`src/rtl/shared_ram_pkg.sv`:
```
// Shared definitions for the M68K / Z80 shared-RAM arbiter.
// Optional contention counter lives in the top, guarded by SHRAM_CONTENTION_CNT_EN.
package shared_ram_pkg;

    localparam int unsigned DEFAULT_ADDR_W = 11;
    localparam int unsigned DEFAULT_DATA_W = 8;

    typedef enum logic [1:0] {
        IDLE,
        ACCESS,
        DATA
    } state_t;

    typedef enum logic {
        GNT_M68K = 1'b0,
        GNT_Z80  = 1'b1
    } grant_t;

endpackage

```
`src/rtl/shram_req_tracker.sv`:
```
// Per-CPU request bookkeeping: busy while granted, served until the select drops.
module shram_req_tracker (
    input  logic clk_sys,
    input  logic reset_n,
    input  logic cs,
    input  logic strobe,
    input  logic grant,
    input  logic complete,
    output logic req,
    output logic served
);

    logic busy_q;
    logic served_q;

    always_ff @(posedge clk_sys or negedge reset_n) begin
        if (!reset_n) begin
            busy_q   <= 1'b0;
            served_q <= 1'b0;
        end else begin
            if (grant) begin
                busy_q <= 1'b1;
            end else if (complete) begin
                busy_q <= 1'b0;
            end
            // An access whose select already dropped completes silently (abort).
            if (!cs) begin
                served_q <= 1'b0;
            end else if (complete) begin
                served_q <= 1'b1;
            end
        end
    end

    assign req    = cs & strobe & ~served_q & ~busy_q;
    assign served = served_q;

endmodule

```
`src/rtl/shared_ram_arbiter.sv`:
```
// Round-robin arbiter for the 2K x 8 shared RAM between the M68K and the sound Z80.
// Define SHRAM_CONTENTION_CNT_EN to add the saturating contention_cnt output.
module shared_ram_arbiter
    import shared_ram_pkg::*;
#(
    parameter int unsigned ADDR_W      = DEFAULT_ADDR_W,
    parameter int unsigned DATA_W      = DEFAULT_DATA_W,
    parameter int unsigned RAM_LATENCY = 1
) (
    input  logic              clk_sys,
    input  logic              reset_n,
    input  logic              shared_ram_cs,
    input  logic [ADDR_W-1:0] cpu_a,
    input  logic              cpu_rw,
    input  logic              cpu_lds_n,
    input  logic [DATA_W-1:0] cpu_dout,
    output logic [DATA_W-1:0] m68k_ram_dout,
    output logic              m68k_dtack_n,
    input  logic              z80_ram_cs,
    input  logic [ADDR_W-1:0] z80_addr,
    input  logic              z80_rd_n,
    input  logic              z80_wr_n,
    input  logic [DATA_W-1:0] z80_dout,
    output logic [DATA_W-1:0] z80_ram_dout,
    output logic              z80_wait_n,
    output logic [ADDR_W-1:0] ram_addr,
    output logic [DATA_W-1:0] ram_din,
    output logic              ram_we,
`ifdef SHRAM_CONTENTION_CNT_EN
    output logic [15:0]       contention_cnt,
`endif
    input  logic [DATA_W-1:0] ram_q
);

    state_t     state_q;
    grant_t     gnt_q;
    grant_t     last_q;
    logic       rd_q;
    logic [1:0] lat_cnt_q;

    logic req_m, req_z, served_m, served_z;
    logic pick_z, grant_m, grant_z, done, complete_m, complete_z;

    // Z80 wins only if the M68K is idle or the M68K held the last grant.
    assign pick_z     = req_z & (~req_m | (last_q == GNT_M68K));
    assign grant_m    = (state_q == IDLE) & req_m & ~pick_z;
    assign grant_z    = (state_q == IDLE) & pick_z;
    assign done       = ((state_q == ACCESS) & ~rd_q) | (state_q == DATA);
    assign complete_m = done & (gnt_q == GNT_M68K);
    assign complete_z = done & (gnt_q == GNT_Z80);

    shram_req_tracker u_track_m (
        .clk_sys  (clk_sys),
        .reset_n  (reset_n),
        .cs       (shared_ram_cs),
        .strobe   (1'b1),
        .grant    (grant_m),
        .complete (complete_m),
        .req      (req_m),
        .served   (served_m)
    );

    shram_req_tracker u_track_z (
        .clk_sys  (clk_sys),
        .reset_n  (reset_n),
        .cs       (z80_ram_cs),
        .strobe   (~z80_rd_n | ~z80_wr_n),
        .grant    (grant_z),
        .complete (complete_z),
        .req      (req_z),
        .served   (served_z)
    );

    always_ff @(posedge clk_sys or negedge reset_n) begin
        if (!reset_n) begin
            state_q       <= IDLE;
            gnt_q         <= GNT_M68K;
            last_q        <= GNT_Z80;
            rd_q          <= 1'b0;
            lat_cnt_q     <= 2'd0;
            ram_we        <= 1'b0;
            ram_addr      <= '0;
            ram_din       <= '0;
            m68k_ram_dout <= '0;
            z80_ram_dout  <= '0;
        end else begin
            ram_we <= 1'b0;
            case (state_q)
                IDLE: begin
                    lat_cnt_q <= 2'd0;
                    if (grant_m) begin
                        gnt_q    <= GNT_M68K;
                        last_q   <= GNT_M68K;
                        rd_q     <= cpu_rw;
                        ram_addr <= cpu_a;
                        ram_din  <= cpu_dout;
                        ram_we   <= ~cpu_rw & ~cpu_lds_n;
                        state_q  <= ACCESS;
                    end else if (grant_z) begin
                        gnt_q    <= GNT_Z80;
                        last_q   <= GNT_Z80;
                        rd_q     <= z80_wr_n;
                        ram_addr <= z80_addr;
                        ram_din  <= z80_dout;
                        ram_we   <= ~z80_wr_n;
                        state_q  <= ACCESS;
                    end
                end
                ACCESS: begin
                    if (!rd_q) begin
                        state_q <= IDLE;
                    end else if (lat_cnt_q == 2'(RAM_LATENCY - 1)) begin
                        state_q <= DATA;
                    end else begin
                        lat_cnt_q <= lat_cnt_q + 2'd1;
                    end
                end
                DATA: begin
                    if (gnt_q == GNT_M68K) begin
                        m68k_ram_dout <= ram_q;
                    end else begin
                        z80_ram_dout <= ram_q;
                    end
                    state_q <= IDLE;
                end
                default: state_q <= IDLE;
            endcase
        end
    end

    assign m68k_dtack_n = ~served_m;
    assign z80_wait_n   = ~(z80_ram_cs & ~served_z & reset_n);

`ifdef SHRAM_CONTENTION_CNT_EN
    logic [15:0] cnt_q;

    always_ff @(posedge clk_sys or negedge reset_n) begin
        if (!reset_n) begin
            cnt_q <= 16'd0;
        end else if ((req_m | req_z) && (state_q != IDLE) && (cnt_q != 16'hffff)) begin
            cnt_q <= cnt_q + 16'd1;
        end
    end

    assign contention_cnt = cnt_q;
`endif

endmodule

```
`config.mk`:
```
export PLATFORM = sky130hd
export DESIGN_NAME = shared_ram_arbiter
export DESIGN_NICKNAME = d
export VERILOG_FILES = /design/src/rtl/shared_ram_pkg.sv /design/src/rtl/shram_req_tracker.sv /design/src/rtl/shared_ram_arbiter.sv
export SDC_FILE = /design/constraint.sdc
export NUM_CORES = 1
export LEC_CHECK = 0
export ABC_AREA = 1
export BUFFER_PORTS_ARGS = -buffer_cell sky130_fd_sc_hd__buf_2
export CAP_MARGIN = 0
export CORE_MARGIN = 3
export CORE_UTILIZATION = 43
export DETAILED_ROUTE_END_ITERATION = 12
export GPL_TIMING_DRIVEN = 1
export PLACE_DENSITY = 0.82
export SLEW_MARGIN = 20
export SYNTH_ARGS = -nofsm -noshare
export SYNTH_HDL_FRONTEND = slang
export SYNTH_SLANG_ARGS = --single-unit
```
`constraint.sdc`:
```
create_clock -name clk_sys -period 1.3 [get_ports clk_sys]
set_input_delay 0.13 -clock clk_sys [delete_from_list [all_inputs] [get_ports clk_sys]]
set_output_delay 0.13 -clock clk_sys [all_outputs]
set_load 0.02 [all_outputs]
```
Word level (Yosys, flattened, before mapping). Cells that the tools add are included. W data, S select, Z words.

Register bits after elaboration: 47. Output and inout bits: 38. Bits of input ports: 54. Logic and storage cells: 93.

Bitwise gates (word level): 32. Reduce and logical (&&, ||, !) cells: 11. $add $sub $neg: 1. Multiplexer cells: 27. Equality and inequality tests: 8.

Operator list (number): $mux W11 (2); $mux W8 (2); $and A1 B1 Y1 (15); $mux W1 (15); $not A1 Y1 (14); $mux W2 (6); $pmux W2 S2 (2); $reduce_and A2 Y1 (4); $reduce_bool A2 Y1 (4); $logic_not A2 Y1 (2); $ne A2 B1 Y1 const B (2); $ne A2 B2 Y1 const B (2); $ne A3 B2 Y1 const B (1); $ne A3 B3 Y1 const B (1); $or A1 B1 Y1 (3); $reduce_and A3 Y1 (1); $add A2 B1 Y2 const B (1); $eq A2 B1 Y1 const B (1); $eq A2 B2 Y1 const B (1).

Longest topological paths before layout. Gate-level depths: netlist of the first run.

Depth in word-level cells: 10. Mapped depth: 9. Gate-level depth less buffers: 8.

By module. A second synthesis of the first run with hierarchy kept.

Cells, all modules: 306. Area, all modules: 2316.0 µm².

Modules (own cells, without submodules): shared_ram_arbiter (cells each 284, instances 1, area each 2140.8 µm², seq. area each 1077.3 µm²); shram_req_tracker (cells each 11, instances 2, area each 87.6 µm², seq. area each 50.0 µm²).

Least setup slack after synthesis of the first run. No wires, ideal clock.

Path type: flip-flop to flip-flop. Start point: register u_track_m.served_q, in the netlist u_track_m.served. End point: register ram_addr[0]. Arrival: 1296 ps. Data required time: 1183 ps. Setup time: 117 ps. Path buffers: 1. Cell stages (with the launch flop): 10. Period minus slack after synthesis: 1413 ps. Slack: -113 ps. Cell sequence: dfrtp_1 inv_1 nand3_1 nor2_8 inv_2 nand2_4 inv_2 buf_6 nand2_1 nand2_1.

Longest elaborated chain between the ends: 10. Elaborated cells between the ends (all ways): 13. Those cells by class: 1 x mux; 10 x bitwise; 2 x reduce/logical.

RTL lines: start, declared (RTL line shram_req_tracker.sv:14) `logic served_q;`; start signal, assigned (RTL line shram_req_tracker.sv:19) `served_q <= 1'b0;`; start signal, assigned (RTL line shram_req_tracker.sv:28) `served_q <= 1'b0;`; start signal, assigned (RTL line shram_req_tracker.sv:30) `served_q <= 1'b1;`; $not A1 Y1 *; via m68k_dtack_n (RTL line shared_ram_arbiter.sv:18) `output logic m68k_dtack_n,`; $and A1 B1 Y1 * (2 in series) (RTL line shram_req_tracker.sv:35) `assign req = cs & strobe & ~served_q & ~busy_q;`; $not A1 Y1 (RTL line shared_ram_arbiter.sv:45) `assign pick_z = req_z & (~req_m | (last_q == GNT_M68K));`; $or A1 B1 Y1 (RTL line shared_ram_arbiter.sv:45); $and A1 B1 Y1 (RTL line shared_ram_arbiter.sv:45); $not A1 Y1 (RTL line shared_ram_arbiter.sv:46) `assign grant_m = (state_q == IDLE) & req_m & ~pick_z;`; $and A1 B1 Y1 (RTL line shared_ram_arbiter.sv:46); $reduce_bool A2 Y1 (no source line); $reduce_and A2 Y1 (no source line); end signal, assigned (RTL line shared_ram_arbiter.sv:95) `ram_addr <= cpu_a;`; end signal, assigned (RTL line shared_ram_arbiter.sv:103) `ram_addr <= z80_addr;`; end, declared (RTL line shared_ram_arbiter.sv:26) `output logic [ADDR_W-1:0] ram_addr,`.

The timed path passes the listed nets; every way through them passes the cells marked *. A chain may end at the register's enable or synchronous reset.

Worst setup path after layout of the first run.
Start point: register last_q. End point: register ram_din[1].

Longest elaborated chain between the ends: 7. Elaborated cells between the ends (all ways): 9. Those cells by class: 1 x mux; 6 x bitwise; 2 x reduce/logical.

RTL lines: start, declared (RTL line shared_ram_arbiter.sv:37) `grant_t last_q;`; start signal, assigned (RTL line shared_ram_arbiter.sv:78) `last_q <= GNT_Z80;`; start signal, assigned (RTL line shared_ram_arbiter.sv:93) `last_q <= GNT_M68K;`; start signal, assigned (RTL line shared_ram_arbiter.sv:101) `last_q <= GNT_Z80;`; $not A1 Y1 * (RTL line shared_ram_arbiter.sv:45); $or A1 B1 Y1 * (RTL line shared_ram_arbiter.sv:45); $and A1 B1 Y1 * (RTL line shared_ram_arbiter.sv:45); $not A1 Y1 (RTL line shared_ram_arbiter.sv:46); $and A1 B1 Y1 (RTL line shared_ram_arbiter.sv:46); $reduce_bool A2 Y1 (no source line); $reduce_and A2 Y1 (no source line); end signal, assigned (RTL line shared_ram_arbiter.sv:96) `ram_din <= cpu_dout;`; end signal, assigned (RTL line shared_ram_arbiter.sv:104) `ram_din <= z80_dout;`; end, declared (RTL line shared_ram_arbiter.sv:27) `output logic [DATA_W-1:0] ram_din,`.

Every way passes the cells marked *; elsewhere a longest branch is shown, timed or not.

==> summary.txt, run 1 <==
Status
  – Outcome: complete, but fails checks
  – Failing checks: setup timing

Critical path
  – Crit path max-delay family: simple AND/OR/NAND/NOR gates
  – Crit-path cells: nand4_1, nand2_4, buf_6, nand3_1, nand3_1, nand2_1
  – Critical Path Most Common Cell: nand3_1
  – WP buf/inv: 1
  – CP max stage delay: roughly 0.54 ns
  – Critical Path Fanout Max: 6
  – Worst Setup Start Kind: flip-flop
  – Worst endpoint data arrival time: approximately 1.6 ns
  – CP Class: reg -> reg
  – Worst EP required: about 1.5 ns
  – Critical Path End Type: flip-flop
  – Crit path max-delay cell type: dfstp_2

Routing
  – Vias per cell: 4.74
  – Pre-Repair DR Iteration Count: 5
  – Met2 wire len: just under 3000 um
  – Drt total wl: 5760 um
  – Post-route ant nets: 0
  – Drt initial violations: ~130
  – DR DRC count: 0
  – DRT met1 WL: roughly 2400 um
  – Vias: 2213
  – Met3 routed wirelength: about 360 um
  – Wire length per cell: between 10 and 15 um
  – Highest metal used: met4

Global route
  – Total global routing overflow: 0
  – Via count of the first global-routing pass: between 2000 and 2500
  – Overall Global Routing Usage: 19.1%
  – Global-route wire length before repair: around 9400 um
  – Largest net degree at the start of global routing: 48
  – Initial antenna violation count: 0

Placement
  – GPL Wtd Cong: ~0.9
  – Inst Count DP: 456
  – Post-DP HPWL: slightly above 4000 um
  – Dpl ws: -0.145 ns
  – IO buf count: 91

Floorplan
  – Core Box Area: between 0.004 and 0.005 mm^2
  – Initial core utilization: between 40% and 50%
  – Chip height: approximately 80 um
  – Num rows: 25
  – Total die area: between 0.006 and 0.007 mm^2
  – Io pins: 92
  – Die width: around 79 um

Power
  – Design Power: 5.21 mW
  – VDD IR max: 0.000860 V
  – Power per cell area: approximately 1700 mW/mm^2
  – LEAKAGE: around 1.8 nW

Logic synthesis
  – Post-Syn Area: roughly 0.0023 mm^2
  – XOR/XNOR Fraction of Synth Area: 0%
  – Synth Warn #: 0
  – Number of library cell types mapped by synthesis: 18
  – Simple-gate share of the synthesized area: roughly 28%
  – Post-synthesis instance total: between 200 and 300
  – Synth Area in Compound Gates: between 6 and 7%
  – Synth Area in Adders: less than 1%
  – Flops & latches, synth: 47
  – Mux share of post-synthesis cell area: 0%
  – Syn_nets: between 300 and 400
  – Syn Area/Cell: just under 8 um^2
  – Seq/Total Area, Yosys: between 50% and 60%
  – Combinational family with the most area after synthesis: simple AND/OR/NAND/NOR gates

Final layout
  – Utilization after layout: around 62%
  – Fillers: between 400 and 500
  – Most frequent cells in the layout: buf_2 (91), nand2_1 (82), inv_1 (59)
  – Most frequent standard cell in the layout excluding fill and tap cells: buf_2
  – Sequential cell area: 0.00118 mm^2
  – Final cell count without fillers: approximately 470
  – Final net count: between 400 and 500
  – Area occupied by multi-input gates: roughly 850 um^2
  – Area growth from synthesis to layout: 33.6%
  – Diode count: 0
  – Fraction of layout cells with a size suffix above 1: between 30 and 40%

Clock tree
  – Htree depth: 2
  – Clock root cell: clkbuf_8
  – CTS tree: built
  – CTS buffer count: 5
  – CTS Buffer Depth: 2
  – CTS Sinks: 47
  – Clk slew on worst S/H paths: about 0.080 ns
  – Postcts setup bufs: 0
  – Worst-skew pair later-pin latency: 0.30 ns

Timing
  – Rel. slew slack: 61.8%
  – Clock Skews: ~0.0021 ns
  – Fmax: 0.706 GHz
  – Post-route minimum period: 1.42 ns
  – Fin. max-slew vios: 0
  – Slack of the critical path: -0.117 ns
  – Crit share post-route: 109%
  – Setup TNS: -2.15 ns
  – Worst-margin pin slew: 0.573 ns
  – RSZ-0062 raised after global routing: true
  – Final setup viols: 22
  – Fin. Hold Viols: 0

Job
  – Max Cap Viol: 0

Hold path
  – Worst Hold Class: in -> reg
[stage by stage]
stage          hold WS (ns)  cell area, um^2
3_3_place_gp          0.319             2890
2_1_floorplan        -0.166             2310
6_report             0.0699             3070
5_1_grt              0.0698             3070
3_5_place_dp          0.320             2890
4_1_cts              0.0747             3010
[worst reg2reg max path, delay by kind of cell, from the launching register on]
kind,cells,cell delay (ns)
flops,1,0.54
buf+inv,1,0.16
simple gates,5,0.62
[layer usage]
| layer | GRT usage (%) | vias up |
|---|---|---|
| met5 | 0 | - |
| met4 | 6.53 | 0 |
| met3 | 4.42 | 9 |
| met2 | 34.1 | 85 |
| met1 | 22.5 | 1013 |
| li1 | - | 1106 |
[layout make-up]
class / count / area share [%]
clock inverter: 1 / 0.163
tap: 67 / 2.73
timing repair buffer: 108 / 20.2
inverter: 64 / 7.98
clock buffer: 7 / 2.81
multi-input combinational: 173 / 27.8
sequential: 47 / 38.3
[power by group]
group	switching, mW	internal (mW)	leakage (nW)	total, mW
sequential	0.245	1.92	0.552	2.17
combinational	1.38	0.774	1.21	2.16
clock	0.462	0.429	0.0482	0.891
total	2.09	3.12	1.81	5.21
[state kept, by name, indices dropped and copies added, names as in the netlist, 2 cells and up]
signal	flops
lat_cnt_q	2
m68k_ram_dout	8
ram_addr	11
ram_din	8
state_q	2
z80_ram_dout	8
[cells by family after synthesis]
| kind of cell | after synthesis |
|---|---|
| flops | 47 |
| compound gates | 27 |
| buf+inv | 76 |
| fa+ha+maj | 1 |
| simple gates | 144 |
[final timing paths]
check	from	end	slack, ns	depth (start not counted)
min in group asynchronous	reset_n	rd_q	0.50	3
min	z80_ram_cs	u_track_z.served	0.07	2
max reg2reg	last_q	ram_din[1]	-0.12	6
max	last_q	ram_din[1]	-0.12	6
max in group asynchronous	reset_n	z80_ram_dout[3]	0.41	3
min reg2reg	last_q	last_q	0.47	2
[Yosys cell counts]
cell type | count | share of area [%]
nand2_1 | 83 | 14
inv_1 | 61 | 10
nand2_4 | 2 | 0.98
nand3_1 | 47 | 10
dfrtp_1 | 46 | 50
nor2_2 | 1 | 0.27
ha_1 | 1 | 0.54
o21a_1 | 2 | 0.65
buf_4 | 2 | 0.65
o21ai_0 | 24 | 5.2
buf_6 | 4 | 2.0
nand4_1 | 3 | 0.82
nor2_1 | 7 | 1.1
inv_2 | 3 | 0.49
dfstp_2 | 1 | 1.1
buf_2 | 6 | 1.3
nor2_8 | 1 | 0.87
a21oi_1 | 1 | 0.22
[what timing repair did]
| action | 4_1_cts | 5_1_grt |
|---|---|---|
| cloned | 1 | 1 |
| setup endpoints to repair | 23 | 29 |
| gates resized for setup | 3 | 20 |
| hold buffers | 1 | 0 |
| endpoints found under the hold margin | 46 | 0 |
| pin swaps | 1 | 3 |
Note: power is estimated with default switching activity, not from simulation.
==> inputs of run 2 (changes only) <==
CORE_UTILIZATION = 48   (was 43)
PLACE_DENSITY = 0.86   (was 0.82)
clock period = 1.5 ns   (was 1.3 ns; I/O delays follow)
==> run 2 against run 1 <==
  * The flow now finishes without violations
  * Clock skew is 0.0041 ns higher
  * Via count down 0.99%
  * Cell count decreased by 4.1%
  * Setup slack better by 0.18 ns
  * Clock power increased by 2.9%
  * Wire length down 4.6%
  * Clock-buffer cell count is 2 lower
  * Largest power group unchanged
==> summary.txt, run 2 (synthesized netlist as in run 1, its figures left out) <==
Routing
  – Vias per cell: a little under 5
  – Wire length per cell: roughly 12 um
  – Pre-Repair DR Iteration Count: 4
  – Drt initial violations: approximately 110
  – Post-route ant nets: 0
  – DR DRC count: 0
  – Vias: around 2200
  – Drt total wl: 5490 um

Final layout
  – Diode count: 0
  – Fillers: roughly 400
  – Utilization after layout: between 60% and 70%
  – Fraction of layout cells with a size suffix above 1: a little under a third
  – Area occupied by multi-input gates: slightly above 800 um^2
  – Final net count: 450
  – Final cell count without fillers: 448
  – Most frequent standard cell in the layout excluding fill and tap cells: buf_2
  – Largest register FFs: 11
  – Sequential cell area: 0.00118 mm^2
  – Area growth from synthesis to layout: 29.7%
  – Most frequent cells in the layout: buf_2 (91), nand2_1 (82), inv_1 (61)
  – Register bank with the most flops: ram_addr

Critical path
  – Critical Path Most Common Cell: nand2_1
  – Worst EP required: roughly 1.7 ns
  – Crit path max-delay family: simple AND/OR/NAND/NOR gates
  – CP Class: reg -> reg
  – Crit-path cells: inv_1, nand2_1, nor2_4, nand2_2, buf_4, nand2_4, nand2_1, nand3_1, nand2_1
  – Crit path max-delay cell type: dfrtp_1
  – Critical Path End Type: flip-flop
  – Worst endpoint data arrival time: roughly 1.6 ns
  – WP buf/inv: 2
  – CP max stage delay: about 0.4 ns
  – Critical Path Fanout Max: 11
  – Worst Setup Start Kind: flip-flop

Clock tree
  – CTS Sinks: 47
  – Clk slew on worst S/H paths: around 0.090 ns
  – Worst-skew pair later-pin latency: ~0.29 ns
  – Clock root cell: clkbuf_8
  – CTS tree: built
  – CTS Buffer Depth: 2
  – Htree depth: 2
  – CTS buffer count: 5

Placement
  – IO buf count: 91
  – Inst Count DP: between 400 and 500
  – GPL Wtd Cong: approximately 0.84
  – Post-DP HPWL: around 4100 um

Job
  – Max Cap Viol: 0

Timing
  – Crit share post-route: 95.7%
  – Clock Skews: slightly above 0.006 ns
  – Setup TNS: 0 ns
  – Post-route minimum period: between 1 and 1.5 ns
  – Worst-margin pin slew: ~0.57 ns
  – Fin. Hold Viols: 0
  – RSZ-0062 raised after global routing: true
  – Final setup viols: 0
  – Fmax: around 0.7 GHz
  – Fin. max-slew vios: 0
  – Rel. slew slack: 62.1%

Power
  – VDD IR max: approximately 0.00084 V
  – Power per cell area: 1540 mW/mm^2
  – Design Power: around 4.6 mW
  – LEAKAGE: ~1.8 nW

Floorplan
  – Io pins: slightly above 90
  – Initial core utilization: 51.1%
  – Die width: 75.2 um
  – Total die area: roughly 0.0057 mm^2
  – Core Box Area: between 0.004 and 0.005 mm^2
  – Chip height: between 70 and 80 um
  – Num rows: 24

Global route
  – Global-route wire length before repair: around 8700 um
  – Overall Global Routing Usage: 19.4%
  – Via count of the first global-routing pass: a little over 2000
  – Total global routing overflow: 0
  – Largest net degree at the start of global routing: 48
  – Initial antenna violation count: 0

Hold path
  – Worst Hold Class: in -> reg

Status
  – Outcome: finished, final reports clean
[run 2: changes by cell type in the layout (fill, tap and decap cells not counted), moves of 2 or more]
cell and change:
nand3_1 +4, nor2_4 +2, nor2_2 -3, buf_6 -2
inv_1 +2, o21ai_1 -5, buf_12 -2, nand3_2 -4
inv_2 -2, o21ai_0 +5
[run 2: what timing repair did]
action / in CTS / in global routing
hold endpoints to repair: 34 / 0
resized for setup: 0 / 11
setup endpoints to repair: 0 / 21
setup buffers: 0 / 1
hold buffers: 1 / 0
[run 2: layer usage]
metal	wire (um)	track usage (%)	vias to the layer above
met5	0	0	-
met4	47	5.24	0
met3	246	3.20	4
met2	2800	32.8	75
met1	2400	26.1	1018
li1	-	-	1094
[run 2: path summary, 6_finish.rpt]
check | from | to | cells past startpoint | slack (ns)
min in group asynchronous | reset_n | gnt_q | 3 | 0.50
min | shared_ram_cs | u_track_m.served | 2 | 0.10
max in group asynchronous | reset_n | state_q[1] | 3 | 0.59
max | u_track_z.served | ram_din[4] | 9 | 0.06
max reg2reg | u_track_z.served | ram_din[4] | 9 | 0.06
min reg2reg | last_q | last_q | 2 | 0.48
[run 2: cell type report]
| type | instances | share of cell area (%) |
|---|---|---|
| sequential | 47 | 39.5 |
| multi-input combinational | 173 | 27.7 |
| timing repair buffer | 104 | 18.7 |
| inverter | 64 | 8.13 |
| clock buffer | 5 | 2.31 |
| tap | 52 | 2.18 |
| clock inverter | 3 | 1.47 |
[run 2: stage by stage]
step	instance area, um^2	hold slack, ns	worst slack (ns)
after floorplan	2300	-0.146	0.0868
after global placement	2810	0.306	0.113
after detailed placement	2810	0.314	0.0672
after CTS	2940	0.0978	0.0624
after global routing	2990	0.106	-0.0372
final	2990	0.103	0.0644
[run 2: where the power goes]
part           internal, mW  total [mW]  switching [mW]
Combinational         0.626        1.78            1.15
Sequential             1.66        1.89           0.230
Clock                 0.496       0.917           0.420
==> inputs of run 3 (changes only) <==
CORE_UTILIZATION = 52   (was 48)
PLACE_DENSITY = 0.92   (was 0.86)
clock period = 1.84 ns   (was 1.5 ns; I/O delays follow)
==> run 3 against run 2 <==
  * The flow now finishes with violations (hold timing)
  * Flip-flop and latch count stayed put
  * Clock power shrank 18%
  * Combinational power down 22%
  * Hold slack lost 0.12 ns
  * Design area down 3.6%
  * Fmax shrank 16%
  * Clock-buffer cell count stayed put
  * Critical path depth decreased by 1
  * Clock skew increased by 0.0040 ns
  * Highest routed layer unchanged
  * Cell count decreased by 2.5%
  * Wire length grew 1.6%
==> summary.txt, run 3 (synthesized netlist as in run 1, its figures left out) <==
Status
  – Outcome: complete, but fails checks
  – Failing checks: hold timing

Floorplan
  – Core Box Area: 0.00414 mm^2
  – Chip height: 72.5 um
  – Num rows: 23
  – Initial core utilization: a little under three fifths
  – Total die area: ~0.0053 mm^2
  – Die width: between 70 and 80 um
  – Io pins: 92

Final layout
  – Largest register FFs: 11
  – Fin area: 0.00288 mm^2
  – Most frequent cells in the layout: buf_2 (91), nand2_1 (83), inv_1 (61)
  – Register bank with the most flops: ram_addr
  – Diode count: 0
  – Fraction of layout cells with a size suffix above 1: roughly 29%
  – Utilization after layout: 69.5%
  – Area growth from synthesis to layout: 25.1%
  – Final net count: 441
  – Fillers: 309
  – Final cell count without fillers: about 440
  – Most frequent standard cell in the layout excluding fill and tap cells: buf_2

Placement
  – Inst Count DP: 429
  – IO buf count: 91
  – Post-DP HPWL: between 4000 and 5000 um
  – GPL Wtd Cong: around 0.85
  – Dpl ws: between 0.2 and 0.25 ns
  – Placed Area: around 0.0028 mm^2

Power
  – Combinational power share: a little under two fifths
  – Sw frac: 39.9%
  – Power per cell area: approximately 1300 mW/mm^2
  – Clock power share: just over 20%
  – VDD IR max: 0.000739 V
  – Design Power: between 3 and 4 mW
  – Switching power: between 1 and 1.5 mW
  – LEAKAGE: 1.75 nW
  – Pint: 2.22 mW
  – Sequential share of power: 42.2%

Critical path
  – Worst Setup EP: ram_din[7]
  – Worst R2R End: ram_din[7]
  – Worst Setup Start Kind: flip-flop
  – Reg2reg start: state_q[1]
  – CP max stage delay: about 0.46 ns
  – Flop2flop setup slack: approximately 0.12 ns
  – Critical Path Most Common Cell: inv_2
  – Critical Path End Type: flip-flop
  – Worst EP required: around 2.0 ns
  – Worst reg2reg path depth: 8
  – CP Class: reg -> reg
  – Critical Path Source: state_q[1]
  – Worst endpoint data arrival time: ~1.9 ns
  – Crit-path cells: nor2_2, inv_2, nor2_8, inv_2, nand2_4, inv_2, nand2_1, nand2_1
  – Critical Path Fanout Max: 21
  – Crit path max-delay cell type: dfrtp_1

Clock tree
  – Htree depth: 2
  – CTS Sinks: 47
  – CTS tree: built
  – CTS buffer count: 5
  – Postcts setup bufs: 0
  – CTS Hold Bufs: 0
  – Clk slew on worst S/H paths: approximately 0.09 ns
  – Worst-skew pair later-pin latency: about 0.30 ns
  – Post_cts resized: 0
  – CTS Buffer Depth: 2
  – Clock root cell: clkbuf_8

Global route
  – Met1 global-route usage: between 20% and 30%
  – Grt peak-use layer: met2
  – Global-route wire length before repair: 9150 um
  – Total global routing overflow: 0
  – GR Util met3: ~4.6%
  – Via count of the first global-routing pass: between 2000 and 2500
  – Largest net degree at the start of global routing: 48
  – Overall Global Routing Usage: 21.9%
  – Initial antenna violation count: 0
  – GR Util met2: between 30% and 40%

Routing
  – Wire length per cell: ~13 um
  – Post-route ant nets: 0
  – Vias: around 2200
  – Vias per cell: about 5
  – Pre-Repair DR Iteration Count: 4
  – Drt initial violations: approximately 130
  – Drt total wl: around 5600 um
  – DR DRC count: 0

Timing
  – Clock Skews: between 0.01 and 0.015 ns
  – Setup TNS: 0 ns
  – RSZ-0062 raised after global routing: false
  – Fin. Hold Viols: 38
  – Post-route minimum period: 1.72 ns
  – Final setup viols: 0
  – Fmax: a little under 0.6 GHz
  – Crit share post-route: between 90 and 100%
  – Rel. slew slack: between 60% and 70%
  – Slack of the critical path: 0.124 ns
  – Fin. max-slew vios: 0
  – Worst-margin pin slew: 0.569 ns
  – Min Hold Slack: -0.0177 ns

Hold path
  – Worst Hold Class: in -> async

Job
  – Max Cap Viol: 0
[run 3: worst min-delay path by stage]
stage	to	slack [ns]	from	depth (start not counted)
after floorplan	gnt_q	-0.11	reset_n	0
after global placement	m68k_ram_dout[7]	0.32	reset_n	2
after detailed placement	m68k_ram_dout[7]	0.33	reset_n	2
after CTS	state_q[0]	0.006	reset_n	2
after global routing	ram_din[0]	0.03	reset_n	2
final	state_q[0]	-0.02	reset_n	2
[run 3: per-layer routing]
| layer | vias up | wire [um] | share of wire [%] |
|---|---|---|---|
| met3 | 17 | 328 | 5.9 |
| met2 | 84 | 2870 | 51 |
| li1 | 1077 | - | - |
| met5 | - | 0 | 0 |
| met1 | 1000 | 2270 | 41 |
| met4 | 0 | 112 | 2.0 |
[run 3: worst max-delay path, delay by kind of cell, from the launching register on]
kind / cells / cell delay [ns]
flip-flops: 1 / 0.46
buffers and inverters: 3 / 0.35
AND/OR/NAND/NOR: 5 / 0.77
[run 3: area by class of cell]
class | instances | area [um^2] | share of cell area (%)
Clock buffer | 5 | 68.8 | 2.39
Inverter | 64 | 240 | 8.34
Clock inverter | 3 | 43.8 | 1.52
Timing Repair Buffer | 96 | 493 | 17.1
Multi-Input combinational cell | 172 | 793 | 27.6
Tap cell | 50 | 62.6 | 2.17
Sequential cell | 47 | 1180 | 40.9
[run 3: power by group through the flow]
stage | sequential (mW) | clock [mW] | combinational, mW
after floorplan | 1.89 | 0 | 0.556
after global placement | 1.56 | 0 | 1.33
after detailed placement | 1.57 | 0 | 1.39
after CTS | 1.56 | 0.759 | 1.39
after global routing | 1.59 | 0.802 | 1.52
final | 1.56 | 0.753 | 1.38
